File: src/rtl/segmenter_rr_scheduler.sv
`default_nettype none
// ============================================================================
// Module   : segmenter_rr_scheduler
// Purpose  : Message-granular round-robin scheduler. It shares one segmenter
//            input stream among N requester AXI streams. A grant is held from
//            the first beat of a message through its tlast beat.
// Revision : 1.0 - initial release
// ============================================================================
module segmenter_rr_scheduler #(
  parameter int N         = 4,
  parameter int DATA_W    = 128,
  parameter int MAX_BEATS = 64
) (
  input  logic                    clk,
  input  logic                    rst,
  input  logic [N-1:0]            req_en,
  input  logic [N*DATA_W-1:0]     s_axis_tdata,
  input  logic [N-1:0]            s_axis_tvalid,
  input  logic [N-1:0]            s_axis_tlast,
  output logic [N-1:0]            s_axis_tready,
  output logic [DATA_W-1:0]       m_axis_tdata,
  output logic                    m_axis_tvalid,
  output logic                    m_axis_tlast,
  output logic [$clog2(N)-1:0]    m_axis_tid,
  input  logic                    m_axis_tready,
  output logic                    busy,
  output logic                    err_overlong,
  output logic [$clog2(N)-1:0]    err_qp
);

  localparam int IDX_W = $clog2(N);
  localparam int CNT_W = $clog2(MAX_BEATS) + 1;

  localparam logic [IDX_W:0]   N_EXT    = (IDX_W+1)'(N);
  localparam logic [IDX_W-1:0] LAST_IDX = IDX_W'(N - 1);
  localparam logic [CNT_W-1:0] LAST_CNT = CNT_W'(MAX_BEATS - 1);
  localparam logic [CNT_W-1:0] CNT_MAX  = '1;

  typedef enum logic [0:0] {
    IDLE = 1'b0,
    XFER = 1'b1
  } state_t;

  state_t            state;
  logic [IDX_W-1:0]  rr_ptr;
  logic [IDX_W-1:0]  grant;
  logic [CNT_W-1:0]  beat_cnt;

  logic [N-1:0]      cand;
  logic              found;
  logic [IDX_W-1:0]  winner;
  logic [IDX_W:0]    scan_idx;
  logic              sel_valid;
  logic              accept;
  logic [DATA_W-1:0] lane [N];

  // Split the flat requester data bus into one lane per requester.
  for (genvar gi = 0; gi < N; gi++) begin : g_lane
    assign lane[gi] = s_axis_tdata[gi*DATA_W +: DATA_W];
  end

  assign cand = s_axis_tvalid & req_en;

  // Pick the first enabled, valid requester scanning upward from rr_ptr.
  always_comb begin
    found    = 1'b0;
    winner   = '0;
    scan_idx = '0;
    for (int k = 0; k < N; k++) begin
      scan_idx = {1'b0, rr_ptr} + (IDX_W+1)'(k);
      if (scan_idx >= N_EXT) begin
        scan_idx = scan_idx - N_EXT;
      end
      if (!found && cand[scan_idx[IDX_W-1:0]]) begin
        found  = 1'b1;
        winner = scan_idx[IDX_W-1:0];
      end
    end
  end

  // The granted stream goes straight through; everything is zero when not valid.
  assign sel_valid     = (state == XFER) && s_axis_tvalid[grant];
  assign accept        = sel_valid && m_axis_tready;
  assign m_axis_tvalid = sel_valid;
  assign m_axis_tdata  = sel_valid ? lane[grant] : '0;
  assign m_axis_tlast  = sel_valid ? s_axis_tlast[grant] : 1'b0;
  assign m_axis_tid    = sel_valid ? grant : '0;
  assign busy          = (state == XFER);

  // Only the granted requester sees the segmenter's ready, and only in XFER.
  always_comb begin
    s_axis_tready = '0;
    if (state == XFER) begin
      s_axis_tready[grant] = m_axis_tready;
    end
  end

  // Arbitration / transfer state machine with beat counting and error capture.
  always_ff @(posedge clk) begin
    if (rst) begin
      state        <= IDLE;
      rr_ptr       <= '0;
      grant        <= '0;
      beat_cnt     <= '0;
      err_overlong <= 1'b0;
      err_qp       <= '0;
    end else begin
      case (state)
        IDLE: begin
          if (found) begin
            grant    <= winner;
            beat_cnt <= '0;
            state    <= XFER;
          end
        end
        XFER: begin
          if (accept) begin
            if (beat_cnt != CNT_MAX) begin
              beat_cnt <= beat_cnt + 1'b1;
            end
            // Only the first over-length event is recorded; the message still flows.
            if (!s_axis_tlast[grant] && (beat_cnt == LAST_CNT) && !err_overlong) begin
              err_overlong <= 1'b1;
              err_qp       <= grant;
            end
            if (s_axis_tlast[grant]) begin
              state  <= IDLE;
              rr_ptr <= (grant == LAST_IDX) ? '0 : grant + 1'b1;
            end
          end
        end
        default: state <= IDLE;
      endcase
    end
  end

endmodule
`default_nettype wire

File: config.mk
export PLATFORM = sky130hd
export DESIGN_NAME = segmenter_rr_scheduler
export DESIGN_NICKNAME = d
export VERILOG_FILES = /design/src/rtl/segmenter_rr_scheduler.sv
export SDC_FILE = /design/constraint.sdc
export NUM_CORES = 1
export LEC_CHECK = 0
export ABC_AREA = 0
export BUFFER_PORTS_ARGS = -buffer_cell sky130_fd_sc_hd__buf_2
export CAP_MARGIN = 20
export CORE_AREA = 2 2 262 264
export DETAILED_ROUTE_END_ITERATION = 10
export DIE_AREA = 0 0 264 266
export GPL_TIMING_DRIVEN = 0
export PLACE_DENSITY = 0.32
export SYNTH_ARGS = -nofsm -noshare
export SYNTH_HDL_FRONTEND = slang
export SYNTH_SLANG_ARGS = --single-unit
File: constraint.sdc
create_clock -name clk -period 2 [get_ports clk]
set_input_delay 0.2 -clock clk [delete_from_list [all_inputs] [get_ports clk]]
set_output_delay 0.2 -clock clk [all_outputs]
set_load 0.01 [all_outputs]
==> metrics.md <==
| Metric | Value |
|---|---|
| Final worst-path cycle share | 1.171 |
| First-pass detailed-route iteration total | 5 |
| Min cycle time layout | 2341 ps |
| Hold Path Depth | 3 |
| Post-Synthesis Cells | 417 |
| Finish-stage setup viols | 128 |
| # port buffers | 665 |
| CTS max path bufs | 2 |
| Routed Antenna Nets | 0 |
| DRC | 0 |
| Clock Skew | 2.422 ps |
| GRT Residual Overflow | 0 |
| Most used flip-flop cell after synthesis | dfxtp_1 |
| Die W | 264 µm |
| Worst skew pair latency | 250 ps |
| Clock Tree Root | clkbuf_16 |
| CTS tree | built |
| Worst path most repeated cell | buf_12 |
| Layout cells sized above 1 | 0.8593 |
| Via/cell ratio | 3.627 |
| Chip Height | 266 µm |
| Final instance count without filler cells | 2,023 |
| Pleak | 5.025 nW |
| Antenna violations before repair | 40 |
| Worst min path class | input pin to flip-flop |
| H-tree levels | 1 |
| Final wirelength | 46,250 µm |
| Vias in the first global route | 7,547 |
| Worst vdd ir | 0.2735 mV |
| GRT Total Usage | 0.1200 |
| RSZ-0062 raised after global routing | true |
| Most frequent cells in the layout | buf_2, mux4_2, buf_6 |
| Worst rel slew slack | 0.5309 |
| Initial Utilization | 0.07177 |
| Slowest CP cell | mux4_2 |
| PwrDens | 314.5 mW/mm² |
| Max cap viols | 0 |
| Synth top area cells | mux4_2, and2_1, dfxtp_1 |
| Mapped Nets | 949 |
| Required @ worst endpoint | 1800 ps |
| Post-synth EDFFs | 0 |
| Final-report hold violation count | 0 |
| Share of the synthesized area in the top cell type | 0.5975 |
| Drt initial violations | 476 |
| Max-slew violation count | 0 |
| Rows | 96 |
| Ys async rst share | 0 |
| Final setup margin | -341.2 ps |
| CP Max Fanout | 7 |
| Mapped Area | 0.004862 mm² |
| FF+latch count, synth | 15 |
| Worst Path Arrival | 2140 ps |
| Per-cell routed wire length | 22.86 µm |
| Critical Path Source Type | flip-flop |
| Worst reg-to-reg path cell count | 4 |
| Most common cell after layout, fill and taps aside | buf_2 |
| Nets | 1,656 |
| GP Congestion | 0.8717 |
| Pre-CTS WS | -901.6 ps |
| Die area | 0.07022 mm² |
| Core area | 0.06775 mm² |
| Crit path kind | flip-flop to output pin |
| Worst Tran Pin Value | 703.7 ps |
| CP max stage delay | 580 ps |
| Area Overhead vs Synth | 129.9% |
| Sequential area share after synthesis | 0.06176 |
| Clock transition at path regs | 60 ps |
| Synth cell types | 44 |
| Failing checks | negative setup slack |
| Setup_tns | -32,180 ps |
| Vias | 7,337 |
| Largest net degree at the start of global routing | 11 |
| Min Hold Slack | 257.7 ps |
| Placed insts | 1,966 |
| Area leader, netlist | mux4_2 |
| IO Count | 667 |
| Synth Area per Inst | 11.66 µm² |
| Dpl hpwl | 38,970 µm |
| Yosys warning count | 0 |
| Clock sink count | 15 |
| Cts bufs inserted | 3 |
| First-pass GRT wire length | 59,560 µm |
| Status | finished with violations |
| Nature of the critical path endpoint | output pin |
| F_max | 427.1 MHz |
| Worst path cell trace | buf_12, buf_12, clkbuf_16, buf_12, mux4_2, and2_1, buf_2 |
-- synthesized netlist by cell type (all sizes together) (2+ instances only) --
cell / instances
mux4: 129
ha: 5
or3: 2
buf: 27
clkbuf: 22
and3: 5
nand4: 3
or4: 3
nand2: 7
and2: 128
nand3b: 4
a21oi: 10
mux2: 2
nor2: 7
o31ai: 3
inv: 6
dfxtp: 15
o211ai: 6
a31oi: 4
nand3: 7
o21ai: 4
-- critical path, delay by kind of cell (launching register included) --
kind / cells / cell delay (ps)
buf+inv: 5 / 740
flops: 1 / 370
mux: 1 / 580
simple gates: 1 / 170
-- final cells by class --
type / count / area (µm²)
Antenna cell: 18 / 45.04
Tap cell: 882 / 1104
Inverter: 6 / 33.78
Sequential cell: 15 / 307.8
Fill cell: 7717 / 56570
Multi-Input combinational cell: 347 / 4549
Clock buffer: 3 / 75.07
Buffer: 47 / 664.4
Clock inverter: 1 / 5.005
Timing Repair Buffer: 704 / 4395
-- routing by layer --
metal	global-route usage	vias up	share of wire
li1	-	3145	-
met1	0.1415	3631	0.38
met2	0.2052	457	0.49
met3	0.02671	96	0.074
met4	0.05958	8	0.055
met5	0	-	0.0011
-- cell families after synthesis --
kind of cell             count (synthesis)  synth area share
AND/OR/NAND/NOR                        171            0.2133
flip-flops                              15           0.06176
adder cells (fa/ha/maj)                  5           0.01287
AO/OA/AOI/OAI                           39           0.05816
buffers and inverters                   55           0.04967
multiplexers                           132            0.6042
-- where the power goes --
| group | switching (mW) | internal [mW] |
|---|---|---|
| Clock | 0.148 | 0.268 |
| Combinational | 1.13 | 1.65 |
| Sequential | 0.0151 | 0.306 |
-- metrics by stage --
| stage | util | area (µm²) | power, mW |
|---|---|---|---|
| floorplan | - | 4862 | 1.354 |
| global placement | 0.1372 | 9294 | 2.418 |
| detailed placement | 0.1376 | 9324 | 2.442 |
| CTS | 0.1596 | 10810 | 3.445 |
| global route | 0.1649 | 11170 | 3.711 |
| finish | 0.1650 | 11180 | 3.516 |
-- timing repair --
item / in CTS / in global routing
resized for setup: 270 / 36
setup endpoints to repair: 146 / 144
pin swaps: 3 / 17
cloned: 9 / 9
hold buffers: 0 / 0
setup buffers: 18 / 2
-- sequential cells by signal (all words and copies together), names as in the netlist --
signal and flops:
beat_cnt 7, busy 1, err_overlong 1, err_qp 2, grant 2, rr_ptr 2
-- final timing paths --
kind                          startpoint                     end  slack, ps
hold / removal                 req_en[3]   grant[1]$_SDFFE_PP0P_        260
setup reg to reg         busy$_SDFF_PP0_  err_qp[1]$_SDFFE_PP0P_        110
setup / recovery   grant[0]$_SDFFE_PP0P_        m_axis_tdata[78]       -340
hold reg to reg   err_qp[0]$_SDFFE_PP0P_  err_qp[0]$_SDFFE_PP0P_        480
No activity file was read; power rests on OpenSTA's default activity.
